===== config.mk =====
export PLATFORM = sky130hd
export DESIGN_NAME = button_conditioner_flat
export DESIGN_NICKNAME = d
export VERILOG_FILES = /design/src/rtl/button_pkg.sv /design/src/rtl/button_conditioner_if.sv /design/src/rtl/button_channel.sv /design/src/rtl/button_conditioner.sv /design/src/flat_wrapper.sv
export SDC_FILE = /design/constraint.sdc
export NUM_CORES = 1
export LEC_CHECK = 0
export ABC_CLOCK_PERIOD_IN_PS = 2000
export CAP_MARGIN = 20
export CORE_MARGIN = 2
export CORE_UTILIZATION = 35
export CTS_CLUSTER_SIZE = 8
export DETAILED_ROUTE_END_ITERATION = 6
export PLACE_DENSITY = 0.54
export SLEW_MARGIN = 0
export SYNTH_ARGS = -nofsm -noshare
export SYNTH_HDL_FRONTEND = slang
export SYNTH_SLANG_ARGS = --single-unit

===== constraint.sdc =====
create_clock -name clk_i -period 2 [get_ports clk_i]
set_clock_uncertainty 0.15 [all_clocks]
set_input_delay 0.3 -clock clk_i [delete_from_list [all_inputs] [get_ports clk_i]]
set_output_delay 0.3 -clock clk_i [all_outputs]
set_load 0.01 [all_outputs]

===== src/rtl/button_pkg.sv =====
// Shared constants and helpers for the push-button conditioner.
// cnt_width() sizes a counter that must hold 0..n inclusive, never narrower than one bit.
package button_pkg;

   localparam int DEBOUNCE_10MS_12MHZ = 120000;

   function automatic int cnt_width(input int n);
      int w;
      w = $clog2(n + 1);
      return (w < 1) ? 1 : w;
   endfunction

endpackage


===== src/rtl/button_conditioner_if.sv =====
// Pad-side input and conditioned outputs of the button conditioner, one bit per channel.
// The conditioner is the slave; the consuming logic (or a bench) is the master.
interface button_conditioner_if #(
   parameter int NUM_CH = 3
);
   logic [NUM_CH-1:0] btn_async_i;
   logic [NUM_CH-1:0] level_o;
   logic [NUM_CH-1:0] press_o;
   logic [NUM_CH-1:0] release_o;
   logic [NUM_CH-1:0] hold_o;

   modport master (
      output btn_async_i,
      input  level_o,
      input  press_o,
      input  release_o,
      input  hold_o
   );

   modport slave (
      input  btn_async_i,
      output level_o,
      output press_o,
      output release_o,
      output hold_o
   );
endinterface


===== src/rtl/button_channel.sv =====
// One button channel: synchroniser chain, polarity fix, debounce counter,
// registered press/release pulses and an optional saturating long-press flag.
module button_channel
   import button_pkg::*;
#(
   parameter int   SYNC_STAGES     = 2,
   parameter int   DEBOUNCE_CYCLES = DEBOUNCE_10MS_12MHZ,
   parameter int   HOLD_CYCLES     = 0,
   parameter logic ACTIVE_LOW      = 1'b1
) (
   input  logic clk_i,
   input  logic reset_n_i,
   input  logic btn_async_i,
   output logic level_o,
   output logic press_o,
   output logic release_o,
   output logic hold_o
);

   localparam int DW = cnt_width(DEBOUNCE_CYCLES);
   localparam logic [DW-1:0] DB_MAX = DW'(DEBOUNCE_CYCLES - 1);

   logic [SYNC_STAGES-1:0] sync_q, sync_d;
   logic [DW-1:0]          db_cnt_q, db_cnt_d;
   logic                   level_q, level_d;
   logic                   press_q, press_d;
   logic                   release_q, release_d;
   logic                   pressed_s;
   logic                   flip;

   // A single agreeing cycle drops the count back to zero: no partial credit.
   always_comb begin
      sync_d    = {sync_q[SYNC_STAGES-2:0], btn_async_i};
      pressed_s = sync_q[SYNC_STAGES-1] ^ ACTIVE_LOW;
      flip      = 1'b0;
      db_cnt_d  = '0;
      if (pressed_s != level_q) begin
         if (db_cnt_q == DB_MAX) flip = 1'b1;
         else                    db_cnt_d = db_cnt_q + DW'(1);
      end
      level_d   = level_q ^ flip;
      press_d   = flip & ~level_q;
      release_d = flip & level_q;
   end

   // Sync flops come out of reset holding the idle pad level so nothing fires spuriously.
   always_ff @(posedge clk_i or negedge reset_n_i) begin
      if (!reset_n_i) begin
         sync_q    <= {SYNC_STAGES{ACTIVE_LOW}};
         db_cnt_q  <= '0;
         level_q   <= 1'b0;
         press_q   <= 1'b0;
         release_q <= 1'b0;
      end else begin
         sync_q    <= sync_d;
         db_cnt_q  <= db_cnt_d;
         level_q   <= level_d;
         press_q   <= press_d;
         release_q <= release_d;
      end
   end

   assign level_o   = level_q;
   assign press_o   = press_q;
   assign release_o = release_q;

   generate
      if (HOLD_CYCLES == 0) begin : g_no_hold
         assign hold_o = 1'b0;
      end else begin : g_hold
         localparam int HW = cnt_width(HOLD_CYCLES);
         localparam logic [HW-1:0] HOLD_MAX = HW'(HOLD_CYCLES);

         logic [HW-1:0] hold_cnt_q, hold_cnt_d;

         // Counting starts the cycle after press_o, so hold_o rises HOLD_CYCLES after it.
         always_comb begin
            hold_cnt_d = hold_cnt_q;
            if (!level_d)
               hold_cnt_d = '0;
            else if (level_q && (hold_cnt_q != HOLD_MAX))
               hold_cnt_d = hold_cnt_q + HW'(1);
         end

         always_ff @(posedge clk_i or negedge reset_n_i) begin
            if (!reset_n_i) hold_cnt_q <= '0;
            else            hold_cnt_q <= hold_cnt_d;
         end

         assign hold_o = (hold_cnt_q == HOLD_MAX);
      end
   endgenerate

endmodule


===== src/rtl/button_conditioner.sv =====
// N-channel push-button conditioner: slices the polarity mask and replicates
// one independent button_channel per pad.
module button_conditioner
   import button_pkg::*;
#(
   parameter int              NUM_CH          = 3,
   parameter int              SYNC_STAGES     = 2,
   parameter int              DEBOUNCE_CYCLES = DEBOUNCE_10MS_12MHZ,
   parameter int              HOLD_CYCLES     = 0,
   parameter logic [NUM_CH-1:0] ACTIVE_LOW    = '1
) (
   input  logic                 clk_i,
   input  logic                 reset_n_i,
   button_conditioner_if.slave  bus
);

   for (genvar i = 0; i < NUM_CH; i++) begin : g_ch
      button_channel #(
         .SYNC_STAGES     (SYNC_STAGES),
         .DEBOUNCE_CYCLES (DEBOUNCE_CYCLES),
         .HOLD_CYCLES     (HOLD_CYCLES),
         .ACTIVE_LOW      (ACTIVE_LOW[i])
      ) u_ch (
         .clk_i       (clk_i),
         .reset_n_i   (reset_n_i),
         .btn_async_i (bus.btn_async_i[i]),
         .level_o     (bus.level_o[i]),
         .press_o     (bus.press_o[i]),
         .release_o   (bus.release_o[i]),
         .hold_o      (bus.hold_o[i])
      );
   end

endmodule


===== src/flat_wrapper.sv =====
// flat-port wrapper written by rule: the top's interface ports become plain ports
module button_conditioner_flat import button_pkg::*;
#(
   parameter int              NUM_CH          = 3,
   parameter int              SYNC_STAGES     = 2,
   parameter int              DEBOUNCE_CYCLES = DEBOUNCE_10MS_12MHZ,
   parameter int              HOLD_CYCLES     = 0,
   parameter logic [NUM_CH-1:0] ACTIVE_LOW    = '1
)
  (clk_i, reset_n_i, bus_btn_async_i, bus_level_o, bus_press_o, bus_release_o, bus_hold_o);
  button_conditioner_if #(.NUM_CH(NUM_CH)) bus_i ();
  input  logic clk_i;
  input  logic reset_n_i;
  input wire logic [$bits(bus_i.btn_async_i)-1:0] bus_btn_async_i;
  output wire logic [$bits(bus_i.level_o)-1:0] bus_level_o;
  output wire logic [$bits(bus_i.press_o)-1:0] bus_press_o;
  output wire logic [$bits(bus_i.release_o)-1:0] bus_release_o;
  output wire logic [$bits(bus_i.hold_o)-1:0] bus_hold_o;
  assign bus_i.btn_async_i = bus_btn_async_i;
  assign bus_level_o = bus_i.level_o;
  assign bus_press_o = bus_i.press_o;
  assign bus_release_o = bus_i.release_o;
  assign bus_hold_o = bus_i.hold_o;
  button_conditioner #(.NUM_CH(NUM_CH), .SYNC_STAGES(SYNC_STAGES), .DEBOUNCE_CYCLES(DEBOUNCE_CYCLES), .HOLD_CYCLES(HOLD_CYCLES), .ACTIVE_LOW(ACTIVE_LOW)) u_core (.clk_i(clk_i), .reset_n_i(reset_n_i), .bus(bus_i));
endmodule

==> impl_metrics.py, run 1 <==
metrics = {
    "outcome": {
        "status": "complete, no violations",
    },
    "critical_path": {
        "cp_num_cells": 5,
        "cp_top_family": "simple AND/OR/NAND/NOR gates",
        "cp_data_required_time_ns": 2.13,
        "setup.worst_path.end_class": "register",
        "cp.arrival_ns": 2.01,
        "critPathKind": "register to register",
        "critical_path.max_fanout": 5,
        "critPathSlowestCell": "dfrtp_1",
        "cp-start-kind": "register",
        "critPathBufInv": 0,
        "reg2reg_depth": 5,
        "path_cells": "ha_1 -> nand4_2 -> or2_4 -> or4_1 -> a21oi_1",
        "cpPeakStageDelay_ns": 0.40,
    },
    "logic_synthesis": {
        "synthTopCellsByCount": "dfrtp_1 (60), nor2_1 (58), xnor2_1 (38), nand3_1 (24), inv_1 (19)",
        "synth_cells": 312,
        "synth_top_area_cell": "dfrtp_1",
        "yosysSeqAreaShare_pct": 52.1,
        "ys_seq_elements": 66,
        "syn_area_sq_um": 3190,
        "synth.top_cell.area_share_pct": 47.1,
        "yosys_warnings": 0,
        "synth-edff-count": 0,
        "synthArstFlopShare_pct": 100,
        "syn_avg_cell_area_sq_um": 10.2,
        "synth_most_common_cell": "dfrtp_1",
        "synth_area_leaders": "dfrtp_1 (47%), xnor2_1 (10%), nor2_1 (6.8%), dfstp_2 (4.9%), nand3_1 (3.8%)",
        "ys_types": 34,
        "synth_flop_cell": "dfrtp_1",
    },
    "die": {
        "start_util_pct": 36.4,
        "dieHeight_um": 99.4,
        "row_count": 34,
        "dieArea_sq_um": 9880,
        "dieWidth_um": 99.4,
        "core_area_sq_um": 8760,
        "boundaryPins": 17,
    },
    "detailed_routing": {
        "wirelength_mm": 5.49,
        "drc": 0,
        "antenna_left": 0,
        "vias_per_cell": 4.83,
        "dr.pass1.iters": 4,
        "first_iter_violations": 86,
        "wire_per_inst_um": 12.5,
        "vias": 2121,
    },
    "placed_design": {
        "hpwl_mm": 3.62,
        "globalplace.congestion": 0.774,
        "place_area_sq_um": 3380,
        "dpl.cell_count": 422,
        "numPortBuffers": 13,
    },
    "global_route": {
        "grt.busiest_layer": "met2",
        "grt_pass1_wl_mm": 9.75,
        "antenna_found_initial": 0,
        "track_usage_pct": 12.4,
        "grtUsageMet3_pct": 3.37,
        "met2_usage_pct": 17.8,
        "met1_usage_pct": 17.1,
        "grt_max_degree": 51,
        "grt-ovfl-total": 0,
        "grt_pass1_vias": 2046,
    },
    "clock_network": {
        "clk_latency_ns": 0.35,
        "cts_buffers": 9,
        "clk_path_buf_depth": 2,
        "clock_sinks": 66,
        "cts_tree": "yes",
        "cts_root_buf": "clkbuf_8",
        "htreeDepth": 3,
        "clkTransAtPathRegs_ns": 0.08,
        "post-cts-setup-buffer-count": 0,
    },
    "sta": {
        "rsz0062_at_grt": "true",
        "hold_viol": 0,
        "fmax_mhz": 530,
        "period_share_pct": 94.3,
        "period_needed_ns": 1.89,
        "setup_tns_ns": 0,
        "slew_viol_final": 0,
        "setup_violations": 0,
    },
    "cells_and_area": {
        "fin_nets": 340,
        "diodes": 0,
        "area_delta_synth_final_pct": 13.6,
        "final_cells": 439,
        "layout-drive-gt1-share_pct": 10.9,
        "n_fill_cell": 851,
        "post-route-cell-area_sq_um": 3620,
    },
    "min_path": {
        "hold_class": "input port to register",
        "hold_path_depth": 1,
    },
    "power": {
        "power.density_nw_per_um2": 747,
        "total_power_mw": 2.70,
        "max-vdd-ir-drop_mv": 0.327,
        "p_leak_nw": 1.47,
    },
    "flow_run": {
        "drv_cap": 0,
    },
}
registers in the layout, indices dropped and copies added (netlist names):
signal and cells:
u_core.g_ch.u_ch.db_cnt_q 51, u_core.g_ch.u_ch.sync_q 6, u_core.g_ch.u_ch.release_o 3, u_core.g_ch.u_ch.press_o 3
u_core.g_ch.u_ch.level_o 3
layer usage:
metal,up-vias,part of all wire [%],routed length [um]
met4,0,2.4,132
met5,-,0,0
li1,1071,-,-
met2,23,44,2440
met1,1015,50,2740
met3,12,3.2,176
cell families (layout without fill, tap and decap cells):
logic type,after synthesis,after routing,share of synthesized area [%]
compound gates,8,8,2.24
other cells,1,3,0.118
xor+xnor,45,45,12.4
flops,66,66,52.1
simple gates,146,146,23.3
fa+ha+maj,9,9,3.54
buf+inv,37,54,6.36
cell type report:
class | instances | area [sq um] | area share [%]
well taps | 108 | 135 | 3.73
clock buffers | 9 | 124 | 3.42
multi-input cells | 211 | 1340 | 37.0
flip-flops and latches | 66 | 1660 | 45.9
clock inverters | 7 | 93.8 | 2.59
inverters | 19 | 71.3 | 1.97
repair buffers | 19 | 198 | 5.46
final timing paths:
path	from	to	slack [ns]
worst max-delay path	u_core.g_ch[2].u_ch.db_cnt_q[0]	u_core.g_ch[2].u_ch.db_cnt_q[16]	0.11
worst min-delay path	bus_btn_async_i[0]	u_core.g_ch[0].u_ch.sync_q[0]	0.20
worst max register to register	u_core.g_ch[2].u_ch.db_cnt_q[0]	u_core.g_ch[2].u_ch.db_cnt_q[16]	0.11
worst min register to register	u_core.g_ch[1].u_ch.sync_q[0]	u_core.g_ch[1].u_ch.sync_q[1]	0.21
max in group asynchronous	reset_n_i	u_core.g_ch[1].u_ch.sync_q[0]	0.78
min in group asynchronous	reset_n_i	u_core.g_ch[0].u_ch.release_o	0.25
report_power, final:
group          switching [mW]  leakage [nW]  internal, mW
sequential             0.0193         0.894          1.36
combinational          0.0639         0.468        0.0364
clock                   0.527         0.105         0.698
total                   0.610          1.47          2.09
cells in the final DEF, fill, tap and decap left out, drive strengths merged, types with 2 or more instances in the layout:
cell type      netlist  routed
a21oi                3       3
a31o                 2       2
and3                 3       3
and4                 2       2
buf                 17       6
bufinv               0       2
clkbuf               1       9
clkdlybuf4s50        0      12
clkinv               0       3
clkinvlp             0       2
conb                 1       3
dfrtp               60      60
dfstp                6       6
ha                   9       9
inv                 19      19
nand2                8       8
nand3               24      24
nand4               16      16
nor2                58      58
nor3                13      13
nor4                11      11
nor4b                3       3
o31ai                2       2
or2                  2       2
xnor2               38      38
xor2                 7       7
what timing repair did:
action                     4_1_cts  5_1_grt
hold endpoints to repair        16        0
hold buffers                     1        0
resized for setup                0        1
setup endpoints to repair        0        9
worst register-to-register path, cell delays in order (launching register included):
cell	delay [ns]
dfrtp_1	0.40
ha_1	0.24
nand4_2	0.19
or2_4	0.30
or4_1	0.39
a21oi_1	0.16
through the flow:
| stage | util, % | hold slack, ns | setup slack [ns] |
|---|---|---|---|
| 5_1_grt | 41.3 | 0.194 | -0.0133 |
| 2_1_floorplan | - | -0.146 | 0.228 |
| 3_5_place_dp | 38.6 | 0.110 | 0.111 |
| 4_1_cts | 41.2 | 0.188 | 0.0959 |
| 6_report | 41.3 | 0.202 | 0.113 |
| 3_3_place_gp | 38.6 | 0.108 | 0.143 |
No activity file was read; power rests on OpenSTA's default activity.
==> run 2, diff against run 1 <==
--- a/config.mk
+++ b/config.mk
@@ -11,6 +11,7 @@
 export CORE_UTILIZATION = 35
 export CTS_CLUSTER_SIZE = 8
 export DETAILED_ROUTE_END_ITERATION = 6
+export HOLD_SLACK_MARGIN = 0.08
 export PLACE_DENSITY = 0.54
 export SLEW_MARGIN = 0
 export SYNTH_ARGS = -nofsm -noshare
==> results of run 2 <==
Final layout, timing and power as in run 1 (identical DEF).
==> run 3, diff against run 2 <==
--- a/config.mk
+++ b/config.mk
@@ -5,14 +5,14 @@
 export SDC_FILE = /design/constraint.sdc
 export NUM_CORES = 1
 export LEC_CHECK = 0
-export ABC_CLOCK_PERIOD_IN_PS = 2000
+export ABC_CLOCK_PERIOD_IN_PS = 1570
 export CAP_MARGIN = 20
 export CORE_MARGIN = 2
 export CORE_UTILIZATION = 35
 export CTS_CLUSTER_SIZE = 8
 export DETAILED_ROUTE_END_ITERATION = 6
 export HOLD_SLACK_MARGIN = 0.08
-export PLACE_DENSITY = 0.54
+export PLACE_DENSITY = 0.56
 export SLEW_MARGIN = 0
 export SYNTH_ARGS = -nofsm -noshare
 export SYNTH_HDL_FRONTEND = slang
==> constraint.sdc (replaced) <==
create_clock -name clk_i -period 1.57 [get_ports clk_i]
set_clock_uncertainty 0.15 [all_clocks]
set_input_delay 0.2355 -clock clk_i [delete_from_list [all_inputs] [get_ports clk_i]]
set_output_delay 0.2355 -clock clk_i [all_outputs]
set_load 0.01 [all_outputs]
==> run 3 against run 2 <==
  * The run now ends with setup timing left
  * Sequential share of layout area down 9.0 points
  * Maximum frequency increased by 10%
  * Register-to-register slack worse by 0.26 ns
  * Die area did not move
  * Core utilization is 10 points higher
  * Non-clock buffer count grew 66
  * Wire length up 23%
  * Final cell count is 15% higher
  * Critical endpoint is now u_core.g_ch[1].u_ch.level_o
  * Largest power group unchanged
==> impl_metrics.py, run 3 (synthesis results as in run 1) <==
metrics = {
    "die": {
        "boundaryPins": 17,
        "row_count": 34,
        "start_util_pct": 36.4,
        "dieHeight_um": 99.4,
        "dieArea_sq_um": 9880,
        "dieWidth_um": 99.4,
        "core_area_sq_um": 8760,
    },
    "cells_and_area": {
        "reg_top3": "u_core.g_ch.u_ch.db_cnt_q: 51 flops, u_core.g_ch.u_ch.sync_q: 6 flops",
        "regMostFlops": "u_core.g_ch.u_ch.db_cnt_q",
        "diodes": 0,
        "largest_register_ffs": 51,
        "layout-drive-gt1-share_pct": 40.3,
        "n_fill_cell": 777,
        "mostFrequentLayoutCells": "buf_4 (60), dfrtp_1 (59), nor2_1 (38), xnor2_1 (34), nand3_1 (21)",
        "ff_latch_area_sq_um": 1660,
        "final_cells": 505,
        "final_util_pct": 51.5,
        "multi_input_area_sq_um": 1720,
        "area_delta_synth_final_pct": 41.6,
        "fin_nets": 406,
        "final_common_cell": "buf_4",
        "post-route-cell-area_sq_um": 4510,
    },
    "sta": {
        "setup_tns_ns": -2.87,
        "slew_viol_final": 0,
        "hold_viol": 0,
        "hold_ws_ns": 0.145,
        "period_needed_ns": 1.72,
        "fmax_mhz": 583,
        "rsz0062_at_grt": "true",
        "fin_ws_ns": -0.146,
        "setup_violations": 31,
        "period_share_pct": 109,
    },
    "detailed_routing": {
        "first_iter_violations": 97,
        "wirelength_mm": 6.77,
        "vias": 2458,
        "antenna_left": 0,
        "dr.pass1.iters": 4,
        "drc": 0,
        "vias_per_cell": 4.87,
        "wire_per_inst_um": 13.4,
    },
    "critical_path": {
        "critical_path.max_fanout": 2,
        "cp.arrival_ns": 1.86,
        "cp_data_required_time_ns": 1.71,
        "setup.worst_path.end_class": "register",
        "cp-start-kind": "register",
        "critPathKind": "register to register",
    },
    "global_route": {
        "grt_pass1_vias": 2550,
        "grtUsageMet3_pct": 3.58,
        "grt_max_degree": 67,
        "met1_usage_pct": 18.4,
        "grt-ovfl-total": 0,
        "track_usage_pct": 14.7,
        "met2_usage_pct": 24.3,
        "grt.busiest_layer": "met2",
        "antenna_found_initial": 0,
        "grt_pass1_wl_mm": 11.5,
    },
    "outcome": {
        "violations": "setup timing",
        "status": "complete, but fails checks",
    },
    "clock_network": {
        "clkTransAtPathRegs_ns": 0.07,
        "clock_sinks": 66,
        "htreeDepth": 3,
        "cts_tree": "yes",
        "cts_buffers": 9,
        "clk_latency_ns": 0.34,
        "clk_path_buf_depth": 2,
        "cts_root_buf": "clkbuf_8",
    },
    "power": {
        "power.density_nw_per_um2": 784,
        "max-vdd-ir-drop_mv": 0.365,
        "switching_power_mw": 0.825,
        "p_int_mw": 2.71,
        "clkPwrFrac_pct": 44.8,
        "p_comb_share_pct": 5.6,
        "p_sw_share_pct": 23.4,
        "total_power_mw": 3.53,
        "p_leak_nw": 1.95,
        "seq_power_share_pct": 49.6,
    },
    "placed_design": {
        "dpl.cell_count": 477,
        "hpwl_mm": 4.18,
        "globalplace.congestion": 0.808,
        "pre_cts_ws_ns": -0.133,
        "numPortBuffers": 13,
        "place_area_sq_um": 3820,
    },
    "min_path": {
        "hold_class": "input port to register",
    },
    "flow_run": {
        "drv_cap": 0,
    },
}
[run 3: changes by cell type in the layout (fill, tap and decap cells not counted), sizes merged]
cell / delta
buf: +66
clkdlybuf4s50: -9
dlygate4sd2: +9
[run 3: final timing paths]
kind                            cells past startpoint                             to                        startpoint  slack, ns
max in group asynchronous                           3  u_core.g_ch[2].u_ch.sync_q[0]                         reset_n_i       0.65
worst max-delay path                                7    u_core.g_ch[1].u_ch.level_o  u_core.g_ch[1].u_ch.db_cnt_q[13]      -0.15
worst min-delay path                                1  u_core.g_ch[2].u_ch.sync_q[0]                bus_btn_async_i[2]       0.14
min in group asynchronous                           3    u_core.g_ch[0].u_ch.level_o                         reset_n_i       0.28
worst max register to register                      7    u_core.g_ch[1].u_ch.level_o  u_core.g_ch[1].u_ch.db_cnt_q[13]      -0.15
worst min register to register                      0  u_core.g_ch[2].u_ch.sync_q[1]     u_core.g_ch[2].u_ch.sync_q[0]       0.20
[run 3: timing repair]
item | CTS | global route
endpoints found under the setup margin | 52 | 49
hold buffers | 1 | 0
pin swaps | 6 | 27
resized for setup | 33 | 58
setup buffers | 7 | 5
endpoints found under the hold margin | 66 | 0
[run 3: critical path, cell delays in order, from the launching register on]
cell     delay [ns]
dfrtp_1        0.39
nor4b_2        0.28
nand4_1        0.16
buf_4          0.17
nor3_2         0.09
and2_4         0.18
ha_4           0.19
inv_2          0.04
[run 3: layout make-up]
| type | instances | area share (%) |
|---|---|---|
| tap | 108 | 3.00 |
| multi-input combinational | 211 | 38.1 |
| timing repair buffer | 85 | 15.7 |
| inverter | 19 | 1.58 |
| clock inverter | 7 | 2.08 |
| sequential | 66 | 36.8 |
| clock buffer | 9 | 2.75 |
[run 3: routing by layer]
layer | wire length (um) | share of wire, % | vias to the layer above
met4 | 113 | 1.7 | 0
li1 | - | - | 1203
met3 | 162 | 2.4 | 10
met1 | 3000 | 44 | 1221
met2 | 3490 | 52 | 24
met5 | 0 | 0 | -
[run 3: power by group through the flow]
stage / Sequential (mW) / Clock (mW) / Combinational (mW)
final: 1.75 / 1.58 / 0.196
after global routing: 1.76 / 1.72 / 0.223
after CTS: 1.75 / 1.64 / 0.192
after detailed placement: 1.78 / 0 / 0.180
after global placement: 1.78 / 0 / 0.177
after floorplan: 1.79 / 0 / 0.0696
